==> src/rtl/p2s_pkg.sv <==
// Shared types for the lane serialiser: FSM state and per-word output order.
package p2s_pkg;

  typedef enum logic {
    IDLE  = 1'b0,
    SHIFT = 1'b1
  } p2s_state_t;

  typedef enum logic {
    LSB_FIRST = 1'b0,
    MSB_FIRST = 1'b1
  } p2s_order_t;

endpackage

==> src/rtl/p2s_lanes.sv <==
// Parallel-to-serial converter: N-bit word in, N/W beats of W bits out,
// order chosen per word, last beat overlaps acceptance of the next word.
//
// state | meaning
// IDLE  | no word held, ready for a new word
// SHIFT | emitting beats of the held word; ready again on its last beat
module p2s_lanes
  import p2s_pkg::*;
#(
  parameter int N = 8,
  parameter int W = 1
) (
  input  logic         clk,
  input  logic         rst,
  input  logic [N-1:0] par_data,
  input  logic         par_msb_first,
  input  logic         par_valid,
  output logic         par_ready,
  output logic [W-1:0] ser_data,
  output logic         ser_valid,
  input  logic         ser_ready,
  output logic         ser_last
);

  localparam int BEATS = N / W;
  localparam int CW    = (BEATS > 1) ? $clog2(BEATS) : 1;

  if (N < 1 || W < 1 || W > N || (N % W) != 0) begin : g_bad_params
    $error("p2s_lanes: N must be >= 1 and a multiple of W, with 1 <= W <= N");
  end

  p2s_state_t state, state_nxt;
  p2s_order_t order, order_nxt;
  logic [N-1:0]  sreg, sreg_nxt;
  logic [CW-1:0] cnt, cnt_nxt;
  logic          beat_acc, par_acc;

  assign ser_valid = (state == SHIFT);
  assign ser_last  = ser_valid && (cnt == CW'(BEATS - 1));
  assign ser_data  = (order == MSB_FIRST) ? sreg[N-1 -: W] : sreg[W-1:0];

  // Ready looks through to ser_ready so the next word loads on the last beat.
  assign beat_acc  = ser_valid && ser_ready;
  assign par_ready = !rst && ((state == IDLE) || (beat_acc && ser_last));
  assign par_acc   = par_valid && par_ready;

  always_comb begin
    state_nxt = state;
    order_nxt = order;
    sreg_nxt  = sreg;
    cnt_nxt   = cnt;
    if (par_acc) begin
      state_nxt = SHIFT;
      order_nxt = p2s_order_t'(par_msb_first);
      sreg_nxt  = par_data;
      cnt_nxt   = '0;
    end else if (beat_acc) begin
      if (ser_last) begin
        state_nxt = IDLE;
        sreg_nxt  = '0;
        cnt_nxt   = '0;
      end else begin
        sreg_nxt = (order == MSB_FIRST) ? (sreg << W) : (sreg >> W);
        cnt_nxt  = cnt + CW'(1);
      end
    end
  end

  always_ff @(posedge clk) begin
    if (rst) begin
      state <= IDLE;
      order <= LSB_FIRST;
      sreg  <= '0;
      cnt   <= '0;
    end else begin
      state <= state_nxt;
      order <= order_nxt;
      sreg  <= sreg_nxt;
      cnt   <= cnt_nxt;
    end
  end

endmodule

==> config.mk <==
export PLATFORM = sky130hd
export DESIGN_NAME = p2s_lanes
export DESIGN_NICKNAME = d
export VERILOG_FILES = /design/src/rtl/p2s_pkg.sv /design/src/rtl/p2s_lanes.sv
export SDC_FILE = /design/constraint.sdc
export NUM_CORES = 1
export LEC_CHECK = 0
export BUFFER_PORTS_ARGS = -buffer_cell sky130_fd_sc_hd__buf_2
export CAP_MARGIN = 20
export CORE_MARGIN = 2
export CORE_UTILIZATION = 25
export CTS_BUF_LIST = sky130_fd_sc_hd__clkbuf_4 sky130_fd_sc_hd__clkbuf_8
export DETAILED_ROUTE_END_ITERATION = 6
export PLACE_DENSITY_LB_ADDON = 0.15
export SLEW_MARGIN = 20
export SYNTH_ARGS = -nofsm -noshare
export SYNTH_HDL_FRONTEND = slang
export SYNTH_SLANG_ARGS = --single-unit
export TNS_END_PERCENT = 30
==> constraint.sdc <==
create_clock -name clk -period 2.7 [get_ports clk]
set_clock_uncertainty 0.2 [all_clocks]
set_input_delay 0.54 -clock clk [delete_from_list [all_inputs] [get_ports clk]]
set_output_delay 0.54 -clock clk [all_outputs]
set_load 0.01 [all_outputs]
### Word level (Yosys, flattened, before mapping)

Index checks and enable logic that the tools add are counted.

| word-level totals | value |
|---|---|
| bits in registers | 13 |
| input port bits | 13 |
| word-level logic and storage cells | 27 |
| output and inout bits | 4 |

| cells by class | value |
|---|---|
| reductions and logical operators | 11 |
| eq/ne operators | 1 |
| bitwise logic cells | 1 |
| add/sub/neg operators | 1 |
| multiplexer cells | 9 |

Operators by type and width:

| operator | number |
|---|---|
| 2-to-1 mux 8 bit | 4 |
| logical AND 1 bit | 5 |
| 2-to-1 mux 1 bit | 4 |
| nonzero test 2 bit | 2 |
| adder 3 x 1 -> 3 bit (second input constant) | 1 |
| equality test 3 bit (second input constant) | 1 |
| 2-to-1 mux 3 bit | 1 |
| AND reduction 2 bit | 1 |
| OR reduction 2 bit | 1 |
| logical NOT 1 bit | 1 |
| logical OR 1 bit | 1 |
| NOT 1 bit | 1 |

### Longest topological paths before layout

Gate-level depths: netlist of run 1.

| logic depth | value |
|---|---|
| word-level depth | 8 |
| mapped depth | 6 |
| gate-level depth less buffers | 5 |

### Worst setup path before layout of run 1

No wires, ideal clock.

| path | value |
|---|---|
| kind | register to output |
| start point | reg cnt[0] |
| end point | out par_ready |
| buffers on the path | 1 |
| setup slack | 0.824 ns |
| required time | 1.960 ns |
| stages on the path, launching flop included | 6 |
| arrival | 1.136 ns |
| path through | dfxtp_1 > ha_1 > ha_1 > a21boi_1 > buf_2 > nor2_1 |

| between the ends | value |
|---|---|
| longest elaborated chain between the ends | 5 |

RTL lines:

| item | line | source |
|---|---|---|
| start: declaration | p2s_lanes.sv:35 | `logic [CW-1:0] cnt, cnt_nxt;` |
| start signal: assignment | p2s_lanes.sv:79 | `cnt <= cnt_nxt;` |
| equality test 3 bit | p2s_lanes.sv:39 | `assign ser_last = ser_valid && (cnt == CW'(BEATS - 1));` |
| logical AND 1 bit | p2s_lanes.sv:39 |  |
| logical AND 1 bit | p2s_lanes.sv:44 | `assign par_ready = !rst && ((state == IDLE) \|\| (beat_acc && ser_last));` |
| logical OR 1 bit | p2s_lanes.sv:44 |  |
| logical AND 1 bit | p2s_lanes.sv:44 |  |
| end: declaration | p2s_lanes.sv:18 | `output logic par_ready,` |

Every way passes these cells.

### Final worst setup path of run 1

Ends and elaborated chain as after synthesis.

==> results of run 1 <==
-- power by group through the flow --
stage / registers, mW / logic, mW / clock network [mW]
after floorplan: 0.213 / 0.0479 / 0
after global placement: 0.218 / 0.0671 / 0
after detailed placement: 0.218 / 0.0676 / 0
after CTS: 0.213 / 0.0677 / 0.141
after global routing: 0.215 / 0.0755 / 0.147
final: 0.214 / 0.0668 / 0.135
-- final timing paths --
| path | slack (ns) | to | depth (start not counted) |
|---|---|---|---|
| hold / removal | 0.31 | ser_valid | 3 |
| setup / recovery | 0.51 | par_ready | 5 |
| hold reg to reg | 0.31 | sreg[0] | 2 |
| setup reg to reg | 0.85 | sreg[3] | 5 |
-- state kept, by name (all words and copies together), names as in the netlist --
| register | flops |
|---|---|
| sreg | 8 |
| order | 1 |
| cnt | 3 |
| ser_valid | 1 |
-- tightest hold or removal path: cells and delay by family --
family	cells	cell delay, ns
AND/OR/NAND/NOR	2	0.11
buffers and inverters	1	0.10
-- cell usage after synthesis, types with 2 or more instances --
master / count
a21oi_1: 2
a222oi_1: 6
clkbuf_1: 5
dfxtp_1: 13
ha_1: 2
mux2_1: 6
mux2i_1: 2
nand2_1: 2
nand3_1: 3
nor2_1: 4
nor3_1: 16
-- final cells by class --
type	instances	area [um^2]	share of cell area [%]
timing repair buffer	17	87.6	10.6
sequential	13	260	31.5
multi-input combinational	57	410	49.6
clock buffer	4	30.0	3.63
tap	31	38.8	4.69
-- cell families after synthesis --
kind of cell | Yosys count | share of synthesized area, %
flip-flops | 13 | 36.7
AO/OA/AOI/OAI | 14 | 16.2
buffers and inverters | 8 | 5.47
AND/OR/NAND/NOR | 32 | 24.2
multiplexers | 9 | 13.9
adder cells (fa/ha/maj) | 2 | 3.53
-- stage by stage --
step | cell area, um^2 | utilization [%]
after CTS | 827 | 30.3
after detailed placement | 797 | 29.2
after global routing | 827 | 30.3
final | 827 | 30.3
after global placement | 797 | 29.2
after floorplan | 709 | -
-- layer usage --
| layer | track usage [%] | wire length [um] | vias up | part of all wire, % |
|---|---|---|---|---|
| li1 | - | - | 324 | - |
| met4 | 2.66 | 21 | 0 | 1.1 |
| met2 | 19.4 | 863 | 14 | 47 |
| met5 | 0 | 0 | - | 0 |
| met1 | 15.1 | 862 | 322 | 47 |
| met3 | 4.54 | 80 | 4 | 4.4 |
==> results.sh, run 1 <==
export IMPL_status="finished clean"
export IMPL_antenna_found_initial=0
export IMPL_fin_crit_sh_pct=81.0
export IMPL_holdWs_ns=0.310
export IMPL_clk_latency_ns=0.27
export IMPL_ctsRootBufferMaster="clkbuf_4"
export IMPL_maxCapViolCount=0
export IMPL_portBuffers=16
export IMPL_area_growth_pct=16.6
export IMPL_hpwlAfterDp_um=1240
export IMPL_postCtsSetupBuffers=0
export IMPL_nNetsFinal=107
export IMPL_peakVddDrop_uv=325
export IMPL_power_internal_mw=0.301
export IMPL_grt_pass1_wl_um=3040
export IMPL_final_cell_mix="16 x nor3_1, 16 x buf_2, 13 x dfxtp_1"
export IMPL_dp_cells=118
export IMPL_finalCriticalPeriod_ns=2.19
export IMPL_critPathRequiredTime_ns=1.96
export IMPL_syn_area_um2=709
export IMPL_grt_overflow=0
export IMPL_synth_edf_count=0
export IMPL_fillers=290
export IMPL_grt_max_degree=17
export IMPL_cts_resized=0
export IMPL_cp_start_kind="flop"
export IMPL_setup_viol=0
export IMPL_yosys_area_top_type="dfxtp_1"
export IMPL_arrival_ns=1.45
export IMPL_grt_use_total_pct=11.9
export IMPL_io_pins=17
export IMPL_p_total_mw=0.415
export IMPL_dieArea_mm2=0.00328
export IMPL_p_sw_share_pct=27.5
export IMPL_worst_slew_pin_slew_ns=0.589
export IMPL_drc=0
export IMPL_crit_slowest_cell="dfxtp_1"
export IMPL_netlist_area_leader_share_pct=36.7
export IMPL_crit_chain="ha_1, ha_1, a21boi_1, nor2_1, buf_2"
export IMPL_final_layout_size_suffix_gt1_share_pct=25.3
export IMPL_critPathMostFrequentCell="ha_1"
export IMPL_worstSetupPathType="reg -> out"
export IMPL_crit_start="cnt[0]"
export IMPL_hp_class="in -> reg"
export IMPL_synth_area_leaders="dfxtp_1 37%, nor3_1 11%, mux2_1 9.5%, a222oi_1 8.5%, ha_1 3.5%"
export IMPL_syn_nets=93
export IMPL_finalSetupTns_ns=0
export IMPL_cts_tree="done"
export IMPL_dp_slack_ns=0.723
export IMPL_die_width_um=57.3
export IMPL_ant_nets=0
export IMPL_clk_path_buf_depth=2
export IMPL_gp_congestion=0.704
export IMPL_rsz0062_at_grt="no"
export IMPL_synth_main_ff_cell="dfxtp_1"
export IMPL_diodes=0
export IMPL_synth_avg_cell_area_um2=9.10
export IMPL_cts_hold_buf=0
export IMPL_worstSetupEndpointType="output port"
export IMPL_core_mm2=0.00273
export IMPL_first_pass_iters=7
export IMPL_grt_pass1_vias=662
export IMPL_seqPwrFrac_pct=51.5
export IMPL_async_reset_ff_share_pct=0
export IMPL_yosysSeqAreaShare_pct=36.7
export IMPL_first_iter_violations=37
export IMPL_clockPowerShare_pct=32.4
export IMPL_power_leakage_nw=0.348
export IMPL_max_stage_delay_ns=0.33
export IMPL_synthCells=78
export IMPL_row_count=19
export IMPL_via_per_inst=5.44
export IMPL_synth_seq_cells=13
export IMPL_routedWlPerCell_um=15.0
export IMPL_hold_viol_final=0
export IMPL_crit_family="adder cells"
export IMPL_final_cells=122
export IMPL_htreeDepth=1
export IMPL_slew_headroom_pct=60.6
export IMPL_rr_startpoint="cnt[0]"
export IMPL_worst_slack_ns=0.512
export IMPL_cts_sinks=13
export IMPL_drv_slew=0
export IMPL_die_y_um=57.3
export IMPL_p_sw_mw=0.114
export IMPL_comb_power_share_pct=16.1
export IMPL_crit_fanout=6
export IMPL_yosysWarningCount=0
export IMPL_synth_cell_types=28
export IMPL_cts_buffers=3
export IMPL_timing_fmax_ghz=0.457
export IMPL_start_util_pct=25.9
export IMPL_drt_total_wl_um=1830
export IMPL_p_per_area_mw_per_mm2=502
export IMPL_critPathBufInv=1
export IMPL_clk_pin_slew_ns=0.09
export IMPL_worstHoldStart="par_valid"
export IMPL_vias=664
(Power assumes the default switching activity.)
==> run 2, diff against run 1 <==
--- a/config.mk
+++ b/config.mk
@@ -5,6 +5,7 @@
 export SDC_FILE = /design/constraint.sdc
 export NUM_CORES = 1
 export LEC_CHECK = 0
+export ABC_AREA = 1
 export BUFFER_PORTS_ARGS = -buffer_cell sky130_fd_sc_hd__buf_2
 export CAP_MARGIN = 20
 export CORE_MARGIN = 2
==> constraint.sdc (replaced) <==
create_clock -name clk -period 2.2 [get_ports clk]
set_clock_uncertainty 0.2 [all_clocks]
set_input_delay 0.44 -clock clk [delete_from_list [all_inputs] [get_ports clk]]
set_output_delay 0.44 -clock clk [all_outputs]
set_load 0.01 [all_outputs]
==> results.sh, run 2 <==
export IMPL_via_per_inst=4.17
export IMPL_vias=746
export IMPL_largest_register="sreg"
export IMPL_grt_overflow=0
export IMPL_worst_slew_pin_slew_ns=0.351
export IMPL_yosysWarningCount=0
export IMPL_peakVddDrop_uv=167
export IMPL_diodes=0
export IMPL_area_growth_pct=18.6
export IMPL_synth_cell_types=16
export IMPL_grt_use_total_pct=11.7
export IMPL_die_y_um=60.6
export IMPL_hpwlAfterDp_um=1370
export IMPL_cts_buffers=3
export IMPL_cp_start_kind="flop"
export IMPL_top_regs="sreg: 8 flops, cnt: 3 flops"
export IMPL_drv_slew=0
export IMPL_portBuffers=16
export IMPL_synth_edf_count=0
export IMPL_first_pass_iters=4
export IMPL_dieArea_mm2=0.00367
export IMPL_grt_pass1_vias=729
export IMPL_syn_area_um2=801
export IMPL_die_width_um=60.6
export IMPL_drt_total_wl_um=1780
export IMPL_worstSetupEndpointType="output port"
export IMPL_core_mm2=0.00305
export IMPL_cts_tree="done"
export IMPL_synth_avg_cell_area_um2=6.79
export IMPL_slew_headroom_pct=76.5
export IMPL_finalCriticalPeriod_ns=2.04
export IMPL_rsz0062_at_grt="no"
export IMPL_final_common_cell="nand2_1"
export IMPL_cts_hold_buf=0
export IMPL_start_util_pct=26.2
export IMPL_ant_nets=0
export IMPL_fin_crit_sh_pct=92.7
export IMPL_grt_pass1_wl_um=3220
export IMPL_arrival_ns=1.40
export IMPL_htreeDepth=1
export IMPL_synth_main_ff_cell="dfxtp_1"
export IMPL_p_total_mw=0.509
export IMPL_crit_fanout=4
export IMPL_p_per_area_mw_per_mm2=536
export IMPL_ctsRootBufferMaster="clkbuf_4"
export IMPL_syn_nets=133
export IMPL_synthTopCellsByCount="30 x nand2_1, 14 x a21oi_1, 13 x dfxtp_1, 13 x inv_1"
export IMPL_setup_viol=0
export IMPL_hp_class="in -> reg"
export IMPL_clk_pin_slew_ns=0.08
export IMPL_synth_seq_cells=13
export IMPL_antenna_found_initial=0
export IMPL_drc=0
export IMPL_status="finished clean"
export IMPL_yosysSeqAreaShare_pct=32.5
export IMPL_netlist_area_leader_share_pct=32.5
export IMPL_nNetsFinal=151
export IMPL_synth_area_leaders="dfxtp_1 33%, nand2_1 14%, nand3_2 10%, a21oi_1 8.8%, nand3_1 6.3%"
export IMPL_maxCapViolCount=0
export IMPL_fillers=362
export IMPL_first_iter_violations=13
export IMPL_clk_latency_ns=0.27
export IMPL_io_pins=17
export IMPL_synthCells=118
export IMPL_final_cell_mix="30 x nand2_1, 16 x buf_2, 14 x a21oi_1"
export IMPL_gp_congestion=0.730
export IMPL_final_layout_size_suffix_gt1_share_pct=28.9
export IMPL_clk_path_buf_depth=2
export IMPL_row_count=20
export IMPL_yosys_area_top_type="dfxtp_1"
export IMPL_largest_register_ffs=8
export IMPL_async_reset_ff_share_pct=0
export IMPL_cts_sinks=13
export IMPL_finalSetupTns_ns=0
export IMPL_timing_fmax_ghz=0.490
export IMPL_routedWlPerCell_um=9.92
export IMPL_critPathRequiredTime_ns=1.56
export IMPL_worstSetupPathType="reg -> out"
export IMPL_cts_resized=0
export IMPL_power_leakage_nw=0.431
export IMPL_hold_viol_final=0
export IMPL_yosysMostFrequentCell="nand2_1"
export IMPL_postCtsSetupBuffers=0
export IMPL_grt_max_degree=20
==> run 2: cell types whose count changed after synthesis, moves of 7 or more <==
| cell | delta |
|---|---|
| nor3_1 | -16 |
| a21oi_1 | +12 |
| nand2_1 | +28 |
| nand3_1 | +7 |
| nand3_2 | +8 |
| inv_1 | +13 |
==> run 2: final timing paths <==
path	cells after the start	slack, ns	start	end
max	5	0.16	cnt[0]	par_ready
min	3	0.23	par_msb_first	order
max reg2reg	9	0.42	cnt[0]	sreg[7]
min reg2reg	2	0.28	cnt[1]	cnt[1]
==> run 2: where the power goes <==
group	leakage, nW	total, mW	internal, mW	switching, mW
registers	0.106	0.259	0.247	0.0121
logic	0.306	0.0874	0.0353	0.0521
clock network	0.0184	0.162	0.0825	0.0795
total	0.431	0.509	0.365	0.144
==> run 2: per-stage QoR <==
step | setup WS [ns] | instances | hold slack, ns | cell area (um^2) | utilization (%)
floorplan | 0.497 | 118 | 0.241 | 801 | -
global placement | 0.491 | 175 | 0.258 | 920 | 30.1
detailed placement | 0.438 | 175 | 0.264 | 920 | 30.1
CTS | 0.141 | 179 | 0.228 | 950 | 31.1
global route | 0.0406 | 179 | 0.282 | 950 | 31.1
finish | 0.160 | 179 | 0.235 | 950 | 31.1
==> run 2: layout make-up <==
type	count	area, um^2	area share (%)
Inverter	15	56.3	5.93
Tap cell	44	55.1	5.80
Clock buffer	4	30.0	3.16
Timing Repair Buffer	18	95.1	10.0
Sequential cell	13	260	27.4
Multi-Input combinational cell	85	453	47.7
==> run 2: cell families (layout without fill, tap and decap cells) <==
group,after synthesis,in the layout,share of synthesized area [%]
fa+ha+maj,2,2,3.12
simple gates,64,64,41.1
flops,13,13,32.5
buf+inv,20,37,10.9
compound gates,19,19,12.3
==> run 2: layer usage <==
metal | wire length [um] | vias up | share of wire [%] | track usage [%]
met4 | 27 | 0 | 1.5 | 7.45
met1 | 890 | 320 | 50 | 15.9
met2 | 782 | 13 | 44 | 17.5
met5 | 0 | - | 0 | 0
met3 | 75 | 2 | 4.2 | 1.49
li1 | - | 411 | - | -
==> run 2: critical path: stages (launching register included) <==
cell	delay, ns
dfxtp_1	0.36
ha_1	0.16
ha_1	0.23
nand2_2	0.10
a21oi_2	0.14
buf_2	0.14
==> run 3, diff against run 2 <==
--- a/config.mk
+++ b/config.mk
@@ -13,6 +13,7 @@
 export CTS_BUF_LIST = sky130_fd_sc_hd__clkbuf_4 sky130_fd_sc_hd__clkbuf_8
 export DETAILED_ROUTE_END_ITERATION = 6
 export PLACE_DENSITY_LB_ADDON = 0.15
+export REMOVE_ABC_BUFFERS = 1
 export SLEW_MARGIN = 20
 export SYNTH_ARGS = -nofsm -noshare
 export SYNTH_HDL_FRONTEND = slang
==> results.sh, run 3 (synthesis gave the netlist of run 2 again) <==
export IMPL_status="finished clean"
export IMPL_hpwlAfterDp_um=1350
export IMPL_fin_crit_sh_pct=93.1
export IMPL_vias=749
export IMPL_setup_viol=0
export IMPL_grt_overflow=0
export IMPL_crit_fanout=4
export IMPL_arrival_ns=1.41
export IMPL_crit_slowest_cell="dfxtp_1"
export IMPL_final_cell_mix="30 x nand2_1, 16 x buf_2, 14 x a21oi_1"
export IMPL_final_common_cell="nand2_1"
export IMPL_portBuffers=16
export IMPL_antenna_found_initial=0
export IMPL_worstSetupEndpointType="output port"
export IMPL_htreeDepth=1
export IMPL_critPathBufInv=1
export IMPL_drt_total_wl_um=1790
export IMPL_final_util_pct=31.1
export IMPL_via_per_inst=4.18
export IMPL_worstRegToRegCells=9
export IMPL_crit_chain="ha_1, ha_1, nand2_2, a21oi_2, buf_2"
export IMPL_drc=0
export IMPL_grt_max_degree=20
export IMPL_critPathRequiredTime_ns=1.56
export IMPL_io_pins=17
export IMPL_dieArea_mm2=0.00367
export IMPL_finalCriticalPeriod_ns=2.05
export IMPL_top_regs="sreg: 8 flops, cnt: 3 flops"
export IMPL_hold_end="order"
export IMPL_slew_headroom_pct=75.1
export IMPL_start_util_pct=26.2
export IMPL_postCtsSetupBuffers=0
export IMPL_largest_register_ffs=8
export IMPL_timing_rr_end="sreg[7]"
export IMPL_final_layout_size_suffix_gt1_share_pct=28.9
export IMPL_clk_latency_ns=0.28
export IMPL_fillers=357
export IMPL_die_y_um=60.6
export IMPL_max_stage_delay_ns=0.37
export IMPL_drv_slew=0
export IMPL_rsz0062_at_grt="no"
export IMPL_nNetsFinal=151
export IMPL_grt_pass1_vias=706
export IMPL_p_per_area_mw_per_mm2=540
export IMPL_cts_tree="done"
export IMPL_first_iter_violations=12
export IMPL_worstSetupPathType="reg -> out"
export IMPL_worstHoldStart="par_msb_first"
export IMPL_critPathMostFrequentCell="ha_1"
export IMPL_whs_path_depth=3
export IMPL_diodes=0
export IMPL_ctsRootBufferMaster="clkbuf_4"
export IMPL_grt_use_total_pct=11.6
export IMPL_crit_family="adder cells"
export IMPL_routedWlPerCell_um=10.0
export IMPL_core_mm2=0.00305
export IMPL_hp_class="in -> reg"
export IMPL_ant_nets=0
export IMPL_hold_viol_final=0
export IMPL_die_width_um=60.6
export IMPL_gp_congestion=0.774
export IMPL_cp_start_kind="flop"
export IMPL_power_leakage_nw=0.431
export IMPL_clk_path_buf_depth=2
export IMPL_rr_startpoint="cnt[0]"
export IMPL_peakVddDrop_uv=273
export IMPL_cts_buffers=3
export IMPL_cts_hold_buf=0
export IMPL_cts_sinks=13
export IMPL_area_growth_pct=18.6
export IMPL_largest_register="sreg"
export IMPL_ff2ff_setup_slack_ns=0.41
export IMPL_cts_resized=0
export IMPL_row_count=20
export IMPL_worst_slew_pin_slew_ns=0.372
export IMPL_maxCapViolCount=0
export IMPL_grt_pass1_wl_um=3090
export IMPL_timing_fmax_ghz=0.488
export IMPL_first_pass_iters=4
export IMPL_clk_pin_slew_ns=0.09
export IMPL_finalSetupTns_ns=0
==> run 3: worst min-delay path, cell delays in order <==
cell and delay, ns:
buf_2 0.10, nand3_1 0.07, a21oi_1 0.05
==> run 3: metrics by stage <==
step                      std cells  cell area (um^2)  setup slack [ns]  hold slack (ns)  total power, mW
final                           179               950             0.151            0.226            0.513
after global routing            179               950            0.0628            0.229            0.545
after CTS                       179               950             0.141            0.217            0.521
after detailed placement        175               920             0.433            0.261            0.354
after global placement          175               920             0.492            0.258            0.353
after floorplan                 113               769             0.497            0.242            0.317
==> run 3: worst max path at each step <==
stage | start | to | slack [ns] | cells after the start
6_report | cnt[0] | par_ready | 0.15 | 5
3_5_place_dp | cnt[0] | sreg[7] | 0.43 | 9
2_1_floorplan | cnt[0] | par_ready | 0.50 | 4
4_1_cts | cnt[0] | par_ready | 0.14 | 5
3_3_place_gp | cnt[0] | par_ready | 0.49 | 5
5_1_grt | cnt[0] | par_ready | 0.06 | 5
==> run 3: final cells by class <==
type | count | area (um^2) | area share (%)
inverters | 15 | 56.3 | 5.93
clock buffers | 4 | 30.0 | 3.16
repair buffers | 18 | 95.1 | 10.0
well taps | 44 | 55.1 | 5.80
flip-flops and latches | 13 | 260 | 27.4
multi-input cells | 85 | 453 | 47.7
==> run 3: power breakdown <==
part           internal (mW)  switching [mW]  total [mW]
sequential             0.247          0.0119       0.259
clock                 0.0827          0.0824       0.165
combinational         0.0353          0.0533      0.0886
total                  0.365           0.148       0.513
==> run 3: metal layers <==
metal / GRT usage (%) / wire (um) / up-vias / share of wire [%]
met3: 2.77 / 96 / 5 / 5.4
met5: 0 / 0 / - / 0
li1: - / - / 408 / -
met1: 15.2 / 892 / 318 / 50
met4: 6.52 / 42 / 0 / 2.3
met2: 17.4 / 760 / 18 / 42
